$ cat src/rtl/vga_timing_pkg.sv
// Shared 640x480@60 VGA timing constants for the sync generator and the graphics blocks.
// The 10-bit copies let counter comparisons stay width-matched.
package vga_timing_pkg;

    localparam int H_DISPLAY = 640;
    localparam int H_FP      = 16;
    localparam int H_SYNC    = 96;
    localparam int H_BP      = 48;
    localparam int H_TOTAL   = H_DISPLAY + H_FP + H_SYNC + H_BP;

    localparam int V_DISPLAY = 480;
    localparam int V_FP      = 10;
    localparam int V_SYNC    = 2;
    localparam int V_BP      = 33;
    localparam int V_TOTAL   = V_DISPLAY + V_FP + V_SYNC + V_BP;

    localparam logic [9:0] H_LAST       = 10'(H_TOTAL - 1);
    localparam logic [9:0] V_LAST       = 10'(V_TOTAL - 1);
    localparam logic [9:0] H_VISIBLE    = 10'(H_DISPLAY);
    localparam logic [9:0] V_VISIBLE    = 10'(V_DISPLAY);
    localparam logic [9:0] H_SYNC_FIRST = 10'(H_DISPLAY + H_FP);
    localparam logic [9:0] H_SYNC_LAST  = 10'(H_DISPLAY + H_FP + H_SYNC - 1);
    localparam logic [9:0] V_SYNC_FIRST = 10'(V_DISPLAY + V_FP);
    localparam logic [9:0] V_SYNC_LAST  = 10'(V_DISPLAY + V_FP + V_SYNC - 1);

    // True when count lies in the inclusive window [first, last].
    function automatic logic in_window(input logic [9:0] count,
                                       input logic [9:0] first,
                                       input logic [9:0] last);
        return (count >= first) && (count <= last);
    endfunction

endpackage

$ cat src/rtl/vga_sync_if.sv
// Raster timing bundle from the sync generator to its consumers.
// p_tick qualifies the pixel: consumers sample pixel_x/pixel_y and drive RGB only when it is high.
interface vga_sync_if;

    logic       hsync;
    logic       vsync;
    logic       video_on;
    logic       p_tick;
    logic       f_tick;
    logic [9:0] pixel_x;
    logic [9:0] pixel_y;

    modport master (
        output hsync, vsync, video_on, p_tick, f_tick, pixel_x, pixel_y
    );

    modport slave (
        input hsync, vsync, video_on, p_tick, f_tick, pixel_x, pixel_y
    );

endinterface

$ cat src/rtl/pixel_tick_gen.sv
// Divides the system clock down to a one-clk pixel enable every TICK_DIV clocks.
module pixel_tick_gen #(
    parameter int TICK_DIV = 4
) (
    input  logic clk,
    input  logic reset,
    output logic p_tick
);

    localparam int W = $clog2(TICK_DIV);
    localparam logic [W-1:0] DIV_LAST = W'(TICK_DIV - 1);

    logic [W-1:0] div;

    always_ff @(posedge clk) begin
        if (reset) begin
            div <= '0;
        end else if (div == DIV_LAST) begin
            div <= '0;
        end else begin
            div <= div + 1'b1;
        end
    end

    assign p_tick = (div == DIV_LAST);

endmodule

$ cat src/rtl/vga_sync.sv
// 640x480 VGA raster generator: pixel/line counters plus registered active-low syncs.
// Syncs are registered from the next-count values so they move in the same clk as pixel_x/pixel_y.
module vga_sync
    import vga_timing_pkg::*;
#(
    parameter int TICK_DIV = 4
) (
    input  logic        clk,
    input  logic        reset,
    vga_sync_if.master  vga
);

    logic       p_tick;
    logic [9:0] h_count;
    logic [9:0] v_count;
    logic [9:0] h_next;
    logic [9:0] v_next;
    logic       hsync_q;
    logic       vsync_q;

    pixel_tick_gen #(
        .TICK_DIV (TICK_DIV)
    ) u_tick (
        .clk    (clk),
        .reset  (reset),
        .p_tick (p_tick)
    );

    always_comb begin
        h_next = h_count;
        v_next = v_count;
        if (p_tick) begin
            if (h_count == H_LAST) begin
                h_next = '0;
                v_next = (v_count == V_LAST) ? '0 : v_count + 10'd1;
            end else begin
                h_next = h_count + 10'd1;
            end
        end
    end

    // Reset wins over counting, so a mid-line reset never leaves a partial sync pulse behind.
    always_ff @(posedge clk) begin
        if (reset) begin
            h_count <= '0;
            v_count <= '0;
            hsync_q <= 1'b1;
            vsync_q <= 1'b1;
        end else begin
            h_count <= h_next;
            v_count <= v_next;
            hsync_q <= !in_window(h_next, H_SYNC_FIRST, H_SYNC_LAST);
            vsync_q <= !in_window(v_next, V_SYNC_FIRST, V_SYNC_LAST);
        end
    end

    assign vga.hsync    = hsync_q;
    assign vga.vsync    = vsync_q;
    assign vga.p_tick   = p_tick;
    assign vga.pixel_x  = h_count;
    assign vga.pixel_y  = v_count;
    assign vga.video_on = (h_count < H_VISIBLE) && (v_count < V_VISIBLE);
    assign vga.f_tick   = p_tick && (h_count == H_LAST) && (v_count == V_LAST);

endmodule

$ cat src/flat_wrapper.sv
// flat-port wrapper written by rule: the top's interface ports become plain ports
module vga_sync_flat import vga_timing_pkg::*;
#(
    parameter int TICK_DIV = 4
)
  (clk, reset, vga_hsync, vga_vsync, vga_video_on, vga_p_tick, vga_f_tick, vga_pixel_x, vga_pixel_y);
  vga_sync_if vga_i ();
  input  logic clk;
  input  logic reset;
  output wire logic [$bits(vga_i.hsync)-1:0] vga_hsync;
  output wire logic [$bits(vga_i.vsync)-1:0] vga_vsync;
  output wire logic [$bits(vga_i.video_on)-1:0] vga_video_on;
  output wire logic [$bits(vga_i.p_tick)-1:0] vga_p_tick;
  output wire logic [$bits(vga_i.f_tick)-1:0] vga_f_tick;
  output wire logic [$bits(vga_i.pixel_x)-1:0] vga_pixel_x;
  output wire logic [$bits(vga_i.pixel_y)-1:0] vga_pixel_y;
  assign vga_hsync = vga_i.hsync;
  assign vga_vsync = vga_i.vsync;
  assign vga_video_on = vga_i.video_on;
  assign vga_p_tick = vga_i.p_tick;
  assign vga_f_tick = vga_i.f_tick;
  assign vga_pixel_x = vga_i.pixel_x;
  assign vga_pixel_y = vga_i.pixel_y;
  vga_sync #(.TICK_DIV(TICK_DIV)) u_core (.clk(clk), .reset(reset), .vga(vga_i));
endmodule
$ cat config.mk
export PLATFORM = sky130hd
export DESIGN_NAME = vga_sync_flat
export DESIGN_NICKNAME = d
export VERILOG_FILES = /design/src/rtl/vga_timing_pkg.sv /design/src/rtl/vga_sync_if.sv /design/src/rtl/pixel_tick_gen.sv /design/src/rtl/vga_sync.sv /design/src/flat_wrapper.sv
export SDC_FILE = /design/constraint.sdc
export NUM_CORES = 1
export LEC_CHECK = 0
export ABC_AREA = 1
export CAP_MARGIN = 0
export CORE_UTILIZATION = 45
export DETAILED_ROUTE_END_ITERATION = 16
export HOLD_SLACK_MARGIN = 0.06
export MAX_ROUTING_LAYER = met4
export PLACE_DENSITY = 0.79
export SYNTH_ARGS = -nofsm -noshare
export SYNTH_HDL_FRONTEND = slang
export SYNTH_HIERARCHICAL = 1
export SYNTH_SLANG_ARGS = --single-unit
$ cat constraint.sdc
create_clock -name clk -period 1.5 [get_ports clk]
set_input_delay 0.15 -clock clk [delete_from_list [all_inputs] [get_ports clk]]
set_output_delay 0.15 -clock clk [all_outputs]
set_load 0.02 [all_outputs]
After elaboration in Yosys (flattened, before gate mapping)
Index checks and enable logic that the tools add are counted.
Widths: inputs -> output; s select.
{"block": "op_classes", "n_addsub": 3, "order_cmp": 6, "n_eq_ne": 3, "mux": 5, "n_reduce_logical": 8}
{"op": "$mux 10", "count": 5}
{"op": "$add 10x1->10 const B", "count": 2}
{"op": "$eq 10x10->1 const B", "count": 2}
{"op": "$ge 10x10->1 const B", "count": 1}
{"op": "$ge 10x9->1 const B", "count": 1}
{"op": "$le 10x10->1 const B", "count": 1}
{"op": "$le 10x9->1 const B", "count": 1}
{"op": "$lt 10x10->1 const B", "count": 1}
{"op": "$lt 10x9->1 const B", "count": 1}
{"op": "$logic_and 1x1->1", "count": 5}
{"op": "$add 2x1->2 const B", "count": 1}
{"op": "$eq 2x2->1 const B", "count": 1}
{"op": "$logic_not 1->1", "count": 2}
{"op": "$reduce_or 2->1", "count": 1}
{"block": "word_totals", "regBits": 24, "input_bits": 2, "output_inout_bits": 25, "wordCells": 30}

Depth between registers and ports, before layout
{"block": "logic_depth", "ltp_word": 7, "mapped_depth": 13}

Cells and area by module
Netlist, hierarchy kept.
{"module": "vga_sync", "n_inst": 1, "cells_per_inst": 196, "area_per_inst_um2": 1272.5, "seq_area_each_um2": 440.4}
{"module": "pixel_tick_gen", "n_inst": 1, "cells_per_inst": 9, "area_per_inst_um2": 75.1, "seq_area_each_um2": 40.0}

Worst setup path before layout
OpenSTA, ideal clock, no wires.
{"block": "synth_timing", "kind": "flip-flop to flip-flop", "startpoint": "register u_core.u_tick.div[0]", "endpoint": "register u_core.vsync_q (netlist: u_core/vga.vsync)", "arrival_ns": 1.583, "slack_ns": -0.198, "path_stages_with_launch": 12, "path_buffers": 1, "synth_period_minus_slack_ns": 1.698, "path_cell_list": "dfxtp_1 > ha_1 > nand2_2 > inv_2 > nand3_4 > nor2_4 > buf_8 > nand4_2 > nand2_2 > a21oi_1 > nor2_1 > nand2_1"}
{"block": "synth_via", "elab_chain_cells": 5, "word_cells_on_any_way": 6, "cone_classes": "2 x order compare; 1 x eq/ne; 1 x mux; 2 x reduce/logical"}
{"element": "start, declared", "line_no": "pixel_tick_gen.sv:13", "rtl": "logic [W-1:0] div;"}
{"element": "start signal, assigned", "line_no": "pixel_tick_gen.sv:21", "rtl": "div <= div + 1'b1;"}
{"element": "$eq 2x2->1 (*)", "line_no": "pixel_tick_gen.sv:25", "rtl": "assign p_tick = (div == DIV_LAST);"}
{"element": "named net vga_p_tick", "line_no": "flat_wrapper.sv:13", "rtl": "output wire logic [$bits(vga_i.p_tick)-1:0] vga_p_tick;"}
{"element": "$mux 10 (*)", "line_no": "vga_sync.sv:32", "rtl": "if (p_tick) begin"}
{"element": "$ge 10x9->1 or $le 10x9->1 (tied branches)", "line_no": "vga_timing_pkg.sv:30", "rtl": "return (count >= first) && (count <= last);"}
{"element": "$logic_and 1x1->1 (*)", "line_no": "vga_timing_pkg.sv:30"}
{"element": "$logic_not 1->1 (*)", "line_no": "vga_sync.sv:53", "rtl": "vsync_q <= !in_window(v_next, V_SYNC_FIRST, V_SYNC_LAST);"}
{"element": "end signal, assigned", "line_no": "vga_sync.sv:53"}
{"element": "end, declared", "line_no": "vga_sync.sv:19", "rtl": "logic vsync_q;"}
The timed path passes the listed nets; every way through them passes the cells marked *.
A chain may end at the register's enable or synchronous reset.

Worst setup path after layout
{"block": "layout_timing", "startpoint": "register u_core.h_count[0] (netlist: u_core/vga.pixel_x[0])", "endpoint": "register u_core.vsync_q (netlist: u_core/vga.vsync)"}
{"block": "layout_via", "elab_chain_cells": 6, "word_cells_on_any_way": 7, "cone_classes": "2 x order compare; 1 x eq/ne; 2 x mux; 2 x reduce/logical"}
{"element": "start, declared", "line_no": "vga_sync.sv:14", "rtl": "logic [9:0] h_count;"}
{"element": "start signal, assigned", "line_no": "vga_sync.sv:50", "rtl": "h_count <= h_next;"}
{"element": "$eq 10x10->1 (*)", "line_no": "vga_sync.sv:33", "rtl": "if (h_count == H_LAST) begin"}
{"element": "$mux 10 (*)", "line_no": "vga_sync.sv:33"}
{"element": "$mux 10 (*)", "line_no": "vga_sync.sv:32"}
{"element": "$ge 10x9->1 or $le 10x9->1 (tied branches)", "line_no": "vga_timing_pkg.sv:30"}
{"element": "$logic_and 1x1->1 (*)", "line_no": "vga_timing_pkg.sv:30"}
{"element": "$logic_not 1->1 (*)", "line_no": "vga_sync.sv:53"}
Every way passes the cells marked *; elsewhere a longest branch is shown, timed or not.

==> impl_results.md <==
* Outcome: complete, but fails checks
* Failing checks: setup timing
* CP Cell Sequence: ha_4, nand2_4, buf_6, inv_4, nand3_4, nor2_4, buf_12, nand3_1, nand2_1, inv_1, nor2_1, nand2_1, nor2_1, nand2_1
* Number of port buffers at 26
* Critical Path RT at 1710 ps
* Starting Density at 48.0%
* Fillers at around 140
* Relative slew margins at 76.5%
* Part of the Yosys area used for sequential elements at 35.7%
* Initial antenna violation count at 0
* Setup violators final at 16
* Avg Cell Area, Syn at 6.57 um2
* CTS max path bufs at 2
* Row count at 19
* Placed Area at 2060 um2
* WL per Instance at 16.0 um
* Clock power share at roughly 28%
* Via count of the first global-routing pass at 1665
* Final Hold Vio Count at 0
* Busiest grt layer: met2
* Sequential power share at a little over three fifths
* Biggest area consumer among synthesized cells: dfxtp_1
* GRT Residual Overflow at 0
* Library cells used by synthesis at 26
* Max Cap Viol at 0
* CP top delay family: simple AND/OR/NAND/NOR gates
* Clk root buf: clkbuf_4
* Latest clock arrival within the worst-skew pair at roughly 310 ps
* Setup TNS at -1820 ps
* M3 GR Usage at 3.46%
* Num ports at 27
* CTS tree: yes
* Pin count of the biggest net entering global routing at 14
* Internal cell power at 791 uW
* Drt drc at 0
* Post-synth top area share at 35.7%
* Die W at 56.7 um
* GP Congestion at 0.840
* Core ar. at approximately 2800 um2
* Clk sinks at 24
* RSZ-0062 raised after global routing: true
* GRT Total Usage at 29.2%
* Final wirelength at 5220 um
* TritonRoute pass-1 iters at 5
* Slowest cell delay on critical path at 380 ps
* LEAKAGE at about 1.3 nW
* Total number of vias at 1765
* Combinational power share at under 10%
* Total power at 1.05 mW
* Die area at 3220 um2
* Antenna-violating nets left at 0
* Post-Place Cells at 310
* Sw Ratio at 24.5%
* Worst-margin pin slew at 350 ps
* Crit path top cell by count: nand2_1
* Worst setup startpoint: u_core/vga.pixel_x[0]$_SDFF_PP0_
* M2 GR Usage at 53.7%
* Setup crit end kind: register
* Max-slew violation count at 0
* WP buf/inv at 4
* Slowest CP cell: dfxtp_4
* FMAX at 544 MHz
* Fraction of layout cells with a size suffix above 1 at about half
* Vias/cell at 5.41
* DR iter-0 viols at 95
* Syn_nets at between 200 and 250
* Worst EP arrival at approximately 2000 ps
* Post-route minimum period at 1840 ps
* Fin crit share at 123%
* Final Skew at 3.67 ps
* Hold path start: u_core/u_tick/div[0]$_SDFF_PP0_
* Hold buffer count at cts at 0
* HPWL after DPL at 2780 um
* Cell Area, Synth at around 1300 um2
* Num CTS Buffers at 3
* Final instance area at 2450 um2
* Pwr/cell area at approximately 430 nW/um2
* Synth Instances at 205
* Layout area overhead at 82.0%
* Synth area leaders: dfxtp_1 36%, nand2_1 14%, inv_1 9.5%, nor2_1 9.5%, nand3_1 4.8%
* Peak supply drop at between 400 and 500 uV
* Worst r2r src: u_core/vga.pixel_x[0]$_SDFF_PP0_
* First-pass GRT wire length at roughly 7100 um
* Post-synthesis register bit count at 24
* Worst-path clk slew at about 130 ps
* Psw at 257 uW
* Final Non-Filler Cells at 326
* # diodes at 0
* Layout net count at 302
* Worst Hold Class: reg -> reg
* Max Fanout on Critical Path at 8
* Reg2reg setup slack at -340 ps
* Startpoint types: register
* Count of yosys warnings during synthesis at 6
* Setup ws final at -339 ps
* Die height at 56.7 um
* M1 GR Usage at about 33%
* H-tree levels at 1
* Critical Setup Path Class: reg -> reg
sequential cells by signal, indices dropped and copies added (netlist names):
register,cells
u_core/vga.vsync,1
u_core/vga.hsync,1
u_core/vga.pixel_y,10
u_core/u_tick/div,2
u_core/vga.pixel_x,10
cell type report:
type	instances	area, um2	area share (%)
sequential	24	504	20.6
clock buffer	4	26.3	1.07
multi-input combinational	142	960	39.1
timing repair buffer	88	777	31.7
tap	31	38.8	1.58
inverter	37	146	5.97
worst paths after layout:
check,end,cells past startpoint
hold reg to reg,u_core/u_tick/div[0]$_SDFF_PP0_,1
hold / removal,u_core/u_tick/div[0]$_SDFF_PP0_,1
setup reg to reg,u_core/vga.vsync$_SDFF_PP1_,14
setup / recovery,u_core/vga.vsync$_SDFF_PP1_,14
synth_stat cells (all sizes together):
| library cell | number |
|---|---|
| inv | 37 |
| ha | 4 |
| dfxtp | 24 |
| clkbuf | 1 |
| a211oi | 2 |
| nand4 | 5 |
| o31ai | 1 |
| nor3b | 1 |
| nor2 | 38 |
| o21ai | 8 |
| nand3 | 17 |
| a21oi | 4 |
| nor3 | 8 |
| or2 | 1 |
| xnor2 | 1 |
| buf | 1 |
| nand2 | 52 |
worst register-to-register path: stages (launching register included):
cell	delay [ps]
dfxtp_4	380
ha_4	140
nand2_4	60
buf_6	120
inv_4	50
nand3_4	70
nor2_4	150
buf_12	150
nand3_1	70
nand2_1	70
inv_1	60
nor2_1	140
nand2_1	100
nor2_1	100
nand2_1	70
cells by family after synthesis:
family	count (synthesis)	synth area share, %
buffers and inverters	39	11.7
AOI/OAI and AO/OA	15	6.41
DFF	24	35.7
xor gates and xnor gates	1	0.650
and+or+nand+nor	122	41.9
adders and majority gates	4	3.71
metal layers:
metal,share of wire (%),vias to the layer above
li1,-,820
met1,40,834
met2,51,85
met3,5.1,26
met4,3.9,0
met5,0,-
through the flow:
stage / utilization, % / hold WS (ps) / setup WS, ps
finish: 87.4 / 439 / -339
global route: 87.4 / 462 / -414
CTS: 80.4 / 437 / -204
detailed placement: 73.6 / 419 / -348
global placement: 73.6 / 413 / -324
floorplan: - / 228 / -4.39
layout by cell type (no fill, tap or decap), drive strengths merged:
cell type,count
nor3b,1
buf,64
nor3,8
dfxtp,24
inv,37
nand4,5
a21oi,4
or2,1
clkdlybuf4s50,3
o31ai,1
nor2,38
o21ai,8
xnor2,1
dlygate4sd2,20
nand3,17
ha,4
clkbuf,4
a211oi,2
clkdlybuf4s15,1
nand2,52
power groups by stage:
stage / clock network [mW] / registers [mW] / logic [mW]
after floorplan: 0 / 0.674 / 0.0362
after global placement: 0 / 0.668 / 0.0710
after detailed placement: 0 / 0.669 / 0.0757
after CTS: 0.306 / 0.655 / 0.0812
after global routing: 0.321 / 0.656 / 0.102
final: 0.296 / 0.655 / 0.0963
timing repair:
action / CTS / global route
endpoints found under the setup margin: 33 / 21
gates resized for setup: 68 / 57
pin swaps: 16 / 30
buffers inserted: 7 / 7
cloned: 1 / 0
(Power assumes the default switching activity.)
